===== src/rtl/serial_word_transmitter_pkg.sv =====
// Shared encodings for the serial word transmitter: FSM states and line levels.
package serial_word_transmitter_pkg;

  typedef enum logic [1:0] {
    IDLE  = 2'd0,
    START = 2'd1,
    DATA  = 2'd2,
    STOP  = 2'd3
  } tx_state_e;

  localparam logic IDLE_LEVEL  = 1'b1;
  localparam logic START_LEVEL = 1'b0;

endpackage


===== src/rtl/serial_word_transmitter_if.sv =====
// Handshake and line signals between the controlling FSM and the transmitter.
interface serial_word_transmitter_if #(
  parameter int WORD_LENGTH = 4
);
  logic                   start;
  logic [WORD_LENGTH-1:0] Data_Input;
  logic                   Serial_Output;
  logic                   busy;
  logic                   done;

  modport master (
    output start, Data_Input,
    input  Serial_Output, busy, done
  );

  modport slave (
    input  start, Data_Input,
    output Serial_Output, busy, done
  );
endinterface


===== src/rtl/serial_word_transmitter_bit_timer.sv =====
// Modulo-CYCLES_PER_BIT counter; tick marks the last cycle of each bit period.
module serial_word_transmitter_bit_timer #(
  parameter int CYCLES_PER_BIT = 4
) (
  input  logic clk,
  input  logic reset,
  input  logic clear,
  input  logic enable,
  output logic tick
);

  localparam int CW = (CYCLES_PER_BIT > 1) ? $clog2(CYCLES_PER_BIT) : 1;
  localparam logic [CW-1:0] LAST = CW'(CYCLES_PER_BIT - 1);

  logic [CW-1:0] count_q;
  logic [CW-1:0] count_d;

  assign tick = (count_q == LAST);

  // next count: clear wins, otherwise wrap at the terminal tick
  always_comb begin
    count_d = count_q;
    if (clear) begin
      count_d = {CW{1'b0}};
    end else if (enable) begin
      if (tick) begin
        count_d = {CW{1'b0}};
      end else begin
        count_d = count_q + CW'(1);
      end
    end else begin
      count_d = count_q;
    end
  end

  // count register
  always_ff @(posedge clk or negedge reset) begin
    if (!reset) begin
      count_q <= {CW{1'b0}};
    end else begin
      count_q <= count_d;
    end
  end

endmodule


===== src/rtl/serial_word_transmitter.sv =====
// Parallel-in, serial-out frame transmitter: start bit, LSB-first data, stop bit.
module serial_word_transmitter
  import serial_word_transmitter_pkg::*;
#(
  parameter int WORD_LENGTH    = 4,
  parameter int CYCLES_PER_BIT = 4
) (
  input  logic                      clk,
  input  logic                      reset,
  serial_word_transmitter_if.slave  bus
);

  localparam int IW = (WORD_LENGTH > 1) ? $clog2(WORD_LENGTH) : 1;
  localparam logic [IW-1:0] LAST_IDX = IW'(WORD_LENGTH - 1);

  tx_state_e              state_q, state_d;
  logic [WORD_LENGTH-1:0] shift_q, shift_d;
  logic [IW-1:0]          idx_q, idx_d;
  logic                   serial_q, serial_d;
  logic                   busy_q, busy_d;
  logic                   done_q, done_d;
  logic                   timer_clear_s;
  logic                   timer_en_s;
  logic                   tick_s;

  assign timer_en_s = (state_q != IDLE);

  serial_word_transmitter_bit_timer #(
    .CYCLES_PER_BIT (CYCLES_PER_BIT)
  ) bit_timer (
    .clk    (clk),
    .reset  (reset),
    .clear  (timer_clear_s),
    .enable (timer_en_s),
    .tick   (tick_s)
  );

  // next-state logic; outputs are decoded from the next state so they register with it
  always_comb begin
    state_d       = state_q;
    shift_d       = shift_q;
    idx_d         = idx_q;
    done_d        = 1'b0;
    timer_clear_s = 1'b0;

    case (state_q)
      IDLE: begin
        if (bus.start) begin
          shift_d       = bus.Data_Input;
          idx_d         = {IW{1'b0}};
          timer_clear_s = 1'b1;
          state_d       = START;
        end else begin
          state_d = IDLE;
        end
      end
      START: begin
        if (tick_s) begin
          state_d = DATA;
        end else begin
          state_d = START;
        end
      end
      DATA: begin
        if (tick_s) begin
          shift_d = shift_q >> 32'd1;
          if (idx_q == LAST_IDX) begin
            state_d = STOP;
          end else begin
            idx_d = idx_q + IW'(1);
          end
        end else begin
          state_d = DATA;
        end
      end
      STOP: begin
        if (tick_s) begin
          state_d = IDLE;
          done_d  = 1'b1;
        end else begin
          state_d = STOP;
        end
      end
      default: begin
        state_d = IDLE;
      end
    endcase

    case (state_d)
      IDLE:    begin serial_d = IDLE_LEVEL;  busy_d = 1'b0; end
      START:   begin serial_d = START_LEVEL; busy_d = 1'b1; end
      DATA:    begin serial_d = shift_d[0];  busy_d = 1'b1; end
      STOP:    begin serial_d = IDLE_LEVEL;  busy_d = 1'b1; end
      default: begin serial_d = IDLE_LEVEL;  busy_d = 1'b0; end
    endcase
  end

  // FSM, datapath and output registers
  always_ff @(posedge clk or negedge reset) begin
    if (!reset) begin
      state_q  <= IDLE;
      shift_q  <= {WORD_LENGTH{1'b0}};
      idx_q    <= {IW{1'b0}};
      serial_q <= IDLE_LEVEL;
      busy_q   <= 1'b0;
      done_q   <= 1'b0;
    end else begin
      state_q  <= state_d;
      shift_q  <= shift_d;
      idx_q    <= idx_d;
      serial_q <= serial_d;
      busy_q   <= busy_d;
      done_q   <= done_d;
    end
  end

  assign bus.Serial_Output = serial_q;
  assign bus.busy          = busy_q;
  assign bus.done          = done_q;

endmodule


===== src/flat_wrapper.sv =====
// flat-port wrapper written by rule: the top's interface ports become plain ports
module serial_word_transmitter_flat import serial_word_transmitter_pkg::*;
#(
  parameter int WORD_LENGTH    = 4,
  parameter int CYCLES_PER_BIT = 4
)
  (clk, reset, bus_start, bus_Data_Input, bus_Serial_Output, bus_busy, bus_done);
  serial_word_transmitter_if #(.WORD_LENGTH(WORD_LENGTH)) bus_i ();
  input  logic clk;
  input  logic reset;
  input wire logic [$bits(bus_i.start)-1:0] bus_start;
  input wire logic [$bits(bus_i.Data_Input)-1:0] bus_Data_Input;
  output wire logic [$bits(bus_i.Serial_Output)-1:0] bus_Serial_Output;
  output wire logic [$bits(bus_i.busy)-1:0] bus_busy;
  output wire logic [$bits(bus_i.done)-1:0] bus_done;
  assign bus_i.start = bus_start;
  assign bus_i.Data_Input = bus_Data_Input;
  assign bus_Serial_Output = bus_i.Serial_Output;
  assign bus_busy = bus_i.busy;
  assign bus_done = bus_i.done;
  serial_word_transmitter #(.WORD_LENGTH(WORD_LENGTH), .CYCLES_PER_BIT(CYCLES_PER_BIT)) u_core (.clk(clk), .reset(reset), .bus(bus_i));
endmodule

===== config.mk =====
export PLATFORM = sky130hd
export DESIGN_NAME = serial_word_transmitter_flat
export DESIGN_NICKNAME = d
export VERILOG_FILES = /design/src/rtl/serial_word_transmitter_pkg.sv /design/src/rtl/serial_word_transmitter_if.sv /design/src/rtl/serial_word_transmitter_bit_timer.sv /design/src/rtl/serial_word_transmitter.sv /design/src/flat_wrapper.sv
export SDC_FILE = /design/constraint.sdc
export NUM_CORES = 1
export LEC_CHECK = 0
export BUFFER_PORTS_ARGS = -buffer_cell sky130_fd_sc_hd__clkbuf_2
export CORE_UTILIZATION = 35
export CTS_BUF_LIST = sky130_fd_sc_hd__clkbuf_16
export DETAILED_ROUTE_END_ITERATION = 7
export PLACE_DENSITY = 0.63
export SYNTH_ARGS = -nofsm -noshare
export SYNTH_HDL_FRONTEND = slang
export SYNTH_SLANG_ARGS = --single-unit

===== constraint.sdc =====
create_clock -name clk -period 2.8 [get_ports clk]
set_input_delay 0.42 -clock clk [delete_from_list [all_inputs] [get_ports clk]]
set_output_delay 0.42 -clock clk [all_outputs]
set_load 0.005 [all_outputs]

==> results of run 1 <==
through the flow:
stage                     hold slack (ns)  power, mW  cell area (sq um)  utilization, %
after floorplan                     0.124      0.677                719               -
after global placement              0.336      0.725                771            39.7
after detailed placement            0.342      0.740                771            39.7
after CTS                          0.0820       1.02                850            43.8
after global routing                0.111       1.09                850            43.8
final                              0.0743       1.01                850            43.8
flip-flops by register name, summed over array words and instances (netlist names):
name,count
u_core.shift_q,4
u_core.bit_timer.count_q,2
u_core.state_q,2
u_core.bus.Serial_Output,1
u_core.idx_q,2
u_core.bus.done,1
u_core.bus.busy,1
logic make-up after synthesis:
group           Yosys count  share of synthesized area [%]
simple gates             23                           21.6
flops                    13                           45.4
mux                       3                           4.35
fa+ha+maj                 5                           8.70
buf+inv                   7                           5.91
xor+xnor                  1                           1.22
compound gates           10                           12.9
worst paths after layout:
path	from	cells past startpoint	end	slack [ns]
setup / recovery	u_core.bit_timer.count_q[0]	7	u_core.bus.Serial_Output	0.66
hold / removal	reset	1	u_core.bus.busy	0.07
setup reg to reg	u_core.bit_timer.count_q[0]	7	u_core.bus.Serial_Output	0.66
hold reg to reg	u_core.shift_q[3]	1	u_core.shift_q[3]	0.50
max in group asynchronous	reset	1	u_core.bus.Serial_Output	2.43
min in group clk	bus_Data_Input[3]	2	u_core.shift_q[3]	0.44
power breakdown:
part	internal, mW	total (mW)	switching (mW)
Combinational	0.196	0.377	0.181
Clock	0.188	0.268	0.0796
Sequential	0.280	0.368	0.0881
cells in the final DEF, fill, tap and decap left out:
cell | synthesis | routed
dfrtp_1 | 12 | 12
clkbuf_2 | 0 | 9
inv_1 | 4 | 5
ha_1 | 5 | 5
and3_1 | 4 | 4
nand2_1 | 4 | 4
nand3b_1 | 4 | 4
clkbuf_16 | 0 | 3
mux2i_1 | 2 | 2
o21ai_0 | 2 | 2
nand2b_1 | 2 | 2
a21oi_2 | 2 | 2
a221o_1 | 2 | 2
and2b_2 | 1 | 1
o31ai_2 | 1 | 1
xor2_1 | 1 | 1
nor2b_1 | 1 | 1
nand4b_1 | 1 | 1
or3b_4 | 1 | 1
or2_2 | 1 | 1
o221ai_2 | 1 | 1
and3_2 | 1 | 1
nor2_2 | 1 | 1
and3b_1 | 1 | 1
a32o_1 | 1 | 1
o31ai_1 | 1 | 1
nor2b_2 | 1 | 1
mux2_1 | 1 | 1
dfstp_2 | 1 | 1
critical path, stage by stage, from the launching register on:
cell and delay (ns):
dfrtp_1 0.40, ha_1 0.30, and3_1 0.19, o31ai_2 0.30
inv_1 0.11, ha_1 0.23, or3b_4 0.38, o221ai_2 0.15
per-layer routing:
layer  up-vias  part of all wire, %
met1       238                   48
met4         0                  2.0
li1        241                    -
met5         -                    0
met2        11                   46
met3         4                  3.4
layout make-up:
cell class | count | area [sq um] | share of cell area, %
multi-input combinational | 42 | 350 | 41.2
sequential | 13 | 327 | 38.4
clock buffer | 3 | 75.1 | 8.84
timing repair buffer | 9 | 45.0 | 5.30
tap | 27 | 33.8 | 3.98
inverter | 4 | 15.0 | 1.77
clock inverter | 1 | 3.75 | 0.442
==> metrics.log, run 1 <==
[metrics] number of buffers inserted by port buffering: 9
[metrics] sum of routed wire length over all layers: 1.23 mm
[metrics] wire length of the first global-routing pass: 1.92 mm
[metrics] area share of the leading cell type in the synthesized netlist: 41.7%
[metrics] count of vias placed by the detailed router: 494
[metrics] Static Leakage: 0.404 nW
[metrics] worst setup timing slack at the placement stage: 0.698 ns
[metrics] unique cell type count in the Yosys netlist: 29
[metrics] total routing usage reported by global routing: 13.3%
[metrics] Hold Violations, Final: 0
[metrics] remaining routing DRC violations: 0
[metrics] CTS tree: built
[metrics] grt met2 use: 20.0%
[metrics] met3 usage in global routing: 4.62%
[metrics] post-route ant nets: 0
[metrics] ant diodes: 0
[metrics] unrepaired setup endpoints after global routing: false
[metrics] maximum number of pins on one net before global-route repair: 16
[metrics] WL per Instance: 12.5 um
[metrics] area of the placeable core: 1940 sq um
[metrics] post-synthesis sequential area ratio: 45.4%
[metrics] share of final-layout standard cells stronger than drive strength 1: 31.9%
[metrics] std cell rows: 16
[metrics] number of enable-type register cells in the synthesized netlist: 0
[metrics] cell area power density: 1190 nW/um^2
[metrics] Crit. End Element: flip-flop
[metrics] critical path type: flip-flop to flip-flop
[metrics] accumulated negative setup slack: 0 ns
[metrics] Yosys warning total: 0
[metrics] maximum level of the CTS H-tree: 1
[metrics] slew at the pin closest to its max-slew limit: 0.424 ns
[metrics] max-slew violations: 0
[metrics] met1 capacity usage during global routing: 16.2%
[metrics] tightest slew margin relative to the limit: 71.7%
[metrics] total clock sinks: 13
[metrics] final worst-path cycle share: 76.4%
[metrics] final-report setup violation count: 0
[metrics] Synth Area per Inst: 11.6 sq um
[metrics] final std cells w/o fill: 99
[metrics] synthesis-to-layout area growth: 18.1%
[metrics] max-cap check violation count: 0
[metrics] count of TritonRoute iterations in the first routing pass: 4
[metrics] cts bufs inserted: 3
[metrics] leading cell types by total area after synthesis: dfrtp_1, ha_1, nand3b_1, dfstp_2, and3_1
[metrics] number of antenna violations at the first check in global routing: 0
[metrics] Die Span X: 47.3 um
[metrics] Gates resized, CTS repair: 0
[metrics] prevailing post-synth register cell: dfrtp_1
[metrics] net count after synthesis: 74
[metrics] biggest area consumer among synthesized cells: dfrtp_1
[metrics] arrival time worst endpoint: 2.31 ns
[metrics] maximum vdd ir drop: 0.000419 V
[metrics] path type of the worst min-delay path: input pin to asynchronous set/reset pin
[metrics] half-perimeter wire length after detailed placement: 809 um
[metrics] Cell Area, Synth: 719 sq um
[metrics] total of fill cells in the finished design: 192
[metrics] flops & latches, synth: 13
[metrics] buffers inserted during post-CTS setup optimization: 0
[metrics] overall die area: 2240 sq um
[metrics] Post-layout nets: 85
[metrics] post-synthesis cell count: 62
[metrics] Max Root-Sink Buffers: 2
[metrics] most used standard cell by instance count after synthesis: dfrtp_1
[metrics] Required @ worst endpoint: 2.97 ns
[metrics] height of the die: 47.3 um
[metrics] min setup slack post-route: 0.661 ns
[metrics] CP max FO: 8
[metrics] root buffer cell: clkbuf_16
[metrics] async set or reset register ratio after synthesis: 100%
[metrics] Detailed Route Iter0 Violations: 9
[metrics] maximum clock frequency: 0.468 GHz
[metrics] Max Clock Skew: 0.00509 ns
[metrics] routability congestion estimate from global placement: 0.710
[metrics] I/O pin total: 10
[metrics] Cell Count Post-Placement: 95
[metrics] initial standard-cell utilization of the core: 37.0%
[metrics] result of the run: finished, final reports clean
[metrics] min cycle time layout: 2.14 ns
[metrics] layer carrying the most global-route usage: met2
[metrics] cts hold-fix bufs: 0
[metrics] via count of the first global-routing pass: 427
[metrics] kind of start point of the critical path: flip-flop
[metrics] total gr overflow: 0
[metrics] clock slew at the register clock pins of the worst setup and hold paths: 0.05 ns
[metrics] worst skew pair latency: 0.24 ns
[metrics] ranking of synthesized cells by instance count: dfrtp_1, ha_1
[metrics] routed vias/inst: 4.99
(Power assumes the default switching activity.)
==> inputs of run 2 (changes only) <==
--- a/config.mk
+++ b/config.mk
@@ -9,7 +9,7 @@
 export CORE_UTILIZATION = 35
 export CTS_BUF_LIST = sky130_fd_sc_hd__clkbuf_16
 export DETAILED_ROUTE_END_ITERATION = 7
-export PLACE_DENSITY = 0.63
+export PLACE_DENSITY = 0.65
 export SYNTH_ARGS = -nofsm -noshare
 export SYNTH_HDL_FRONTEND = slang
 export SYNTH_SLANG_ARGS = --single-unit
==> constraint.sdc (replaced) <==
create_clock -name clk -period 1.75 [get_ports clk]
set_input_delay 0.2625 -clock clk [delete_from_list [all_inputs] [get_ports clk]]
set_output_delay 0.2625 -clock clk [all_outputs]
set_load 0.005 [all_outputs]
==> run 2 against run 1 <==
Compared with the run above: the run now ends with setup timing left; final area grew 11%; sequential power grew 51%; fmax grew 15%; clock skew shrank 0.0039 ns; flip-flop and latch count is the same; core utilization grew 4.8 points; sequential share of layout area shrank 3.8 points; critical path type unchanged.
==> metrics.log, run 2 (synthesized netlist as in run 1, its figures left out) <==
[metrics] sum of routed wire length over all layers: 1.32 mm
[metrics] violations in the final reports: setup timing
[metrics] Post-Route Utilization: 48.6%
[metrics] min setup slack post-route: -0.112 ns
[metrics] WL per Instance: 12.4 um
[metrics] worst skew pair latency: 0.24 ns
[metrics] Static Leakage: 0.437 nW
[metrics] half-perimeter wire length after detailed placement: 1.00 mm
[metrics] critical path type: flip-flop to flip-flop
[metrics] final worst-path cycle share: 106%
[metrics] maximum vdd ir drop: 0.000769 V
[metrics] Max Clock Skew: 0.00121 ns
[metrics] Crit. End Element: flip-flop
[metrics] count of vias placed by the detailed router: 528
[metrics] tightest slew margin relative to the limit: 76.4%
[metrics] Hold Violations, Final: 0
[metrics] wire length of the first global-routing pass: 2.08 mm
[metrics] layer carrying the most global-route usage: met2
[metrics] cell area power density: 1870 nW/um^2
[metrics] final-report setup violation count: 1
[metrics] commonest non-fill, non-tap cells in the layout: dfrtp_1, clkbuf_2, buf_4, inv_1
[metrics] total power: 1.77 mW
[metrics] clock network fraction of design power: 24.1%
[metrics] Die Span X: 47.3 um
[metrics] share of final-layout standard cells stronger than drive strength 1: 42.5%
[metrics] path type of the worst min-delay path: input pin to flip-flop
[metrics] path depth of the worst reg2reg path: 7
[metrics] area of the placeable core: 1940 sq um
[metrics] std cell rows: 16
[metrics] ant diodes: 0
[metrics] grt met2 use: 21.9%
[metrics] register with the most flip-flops: u_core.shift_q
[metrics] maximum clock frequency: 0.537 GHz
[metrics] routability congestion estimate from global placement: 0.743
[metrics] worst setup timing slack at the placement stage: -0.102 ns
[metrics] overall die area: 2240 sq um
[metrics] Detailed Route Iter0 Violations: 9
[metrics] buffers inserted during post-CTS setup optimization: 0
[metrics] Post-layout nets: 93
[metrics] total of fill cells in the finished design: 186
[metrics] height of the die: 47.3 um
[metrics] Required @ worst endpoint: 1.91 ns
[metrics] number of antenna violations at the first check in global routing: 0
[metrics] Max Root-Sink Buffers: 2
[metrics] number of flip-flops under the largest register name: 4
[metrics] result of the run: complete, but fails checks
[metrics] via count of the first global-routing pass: 458
[metrics] maximum level of the CTS H-tree: 1
[metrics] arrival time worst endpoint: 2.03 ns
[metrics] clock slew at the register clock pins of the worst setup and hold paths: 0.05 ns
[metrics] max-slew violations: 0
[metrics] maximum number of pins on one net before global-route repair: 14
[metrics] unrepaired setup endpoints after global routing: true
[metrics] cts bufs inserted: 3
[metrics] routed vias/inst: 4.93
[metrics] root buffer cell: clkbuf_16
[metrics] proportion of power drawn by flip-flops and latches: 31.3%
[metrics] min cycle time layout: 1.86 ns
[metrics] I/O pin total: 10
[metrics] total clock sinks: 13
[metrics] met3 usage in global routing: 5.77%
[metrics] max-cap check violation count: 0
[metrics] met1 capacity usage during global routing: 17.3%
[metrics] slew at the pin closest to its max-slew limit: 0.354 ns
[metrics] worst hold path stage count: 2
[metrics] accumulated negative setup slack: -0.112 ns
[metrics] Gates resized, CTS repair: 0
[metrics] initial standard-cell utilization of the core: 37.0%
[metrics] total gr overflow: 0
[metrics] kind of start point of the critical path: flip-flop
[metrics] count of TritonRoute iterations in the first routing pass: 4
[metrics] most common cell after layout, fill and taps aside: dfrtp_1
[metrics] number of buffers inserted by port buffering: 9
[metrics] post-route ant nets: 0
[metrics] CP max FO: 3
[metrics] synthesis-to-layout area growth: 31.1%
[metrics] fraction of power consumed by combinational cells: 44.6%
[metrics] CTS tree: built
[metrics] share of total power consumed by net switching: 33.5%
[metrics] remaining routing DRC violations: 0
[metrics] total routing usage reported by global routing: 14.5%
[metrics] switching power: 593 uW
[metrics] internal power: 1.18 mW
run 2: cell types whose count changed in the layout (fill, tap and decap cells not counted):
cell | previous run | this run
ha_2 | 0 | 2
ha_4 | 0 | 1
o31ai_4 | 0 | 1
and3_4 | 0 | 1
dlygate4sd3_1 | 0 | 1
and3_1 | 4 | 3
buf_4 | 0 | 7
o31ai_2 | 1 | 0
ha_1 | 5 | 2
run 2: stage by stage:
stage,cell area [sq um],hold slack (ns),instances
final,943,0.278,107
after global routing,943,0.292,107
after CTS,943,0.276,107
after detailed placement,855,0.189,102
after global placement,855,0.178,102
after floorplan,751,-0.0331,62
run 2: worst paths after layout:
kind                                        start                           to  slack [ns]
max in group asynchronous                   reset     u_core.bus.Serial_Output        0.99
worst min-delay path            bus_Data_Input[3]            u_core.shift_q[3]        0.28
worst max register to register    u_core.idx_q[0]     u_core.bus.Serial_Output       -0.11
worst min register to register  u_core.shift_q[3]            u_core.shift_q[3]        0.50
worst max-delay path              u_core.idx_q[0]     u_core.bus.Serial_Output       -0.11
min in group asynchronous                   reset  u_core.bit_timer.count_q[1]        0.46
run 2: power by group through the flow:
stage               sequential [mW]  clock, mW  combinational (mW)
finish                        0.554      0.426               0.788
detailed placement            0.560          0               0.794
floorplan                     0.534          0               0.602
global route                  0.572      0.461               0.904
CTS                           0.555      0.444               0.807
global placement              0.554          0               0.771
run 2: cell type report:
cell class | instances | area, sq um | area share, %
clock buffer | 3 | 75.1 | 7.96
clock inverter | 1 | 3.75 | 0.398
inverter | 4 | 15.0 | 1.59
multi-input combinational | 42 | 382 | 40.5
sequential | 13 | 327 | 34.6
tap | 27 | 33.8 | 3.58
timing repair buffer | 17 | 108 | 11.4
run 2: routing by layer:
metal  vias to the layer above  share of wire (%)
li1                        254                  -
met1                       260                 46
met2                        10                 48
met3                         4                4.0
met4                         0                1.7
met5                         -                  0
run 2: timing repair:
| action | 4_1_cts | 5_1_grt |
|---|---|---|
| endpoints found under the hold margin | 12 | 0 |
| pin swaps | 0 | 0 |
| hold buffers | 1 | 0 |
| setup endpoints to repair | 1 | 1 |
run 2: worst max-delay path, cell delays in order (launching register included):
cell,delay (ns)
dfrtp_1,0.40
ha_2,0.19
and3_4,0.18
o31ai_4,0.22
inv_1,0.09
ha_2,0.20
or3b_4,0.37
o221ai_2,0.13
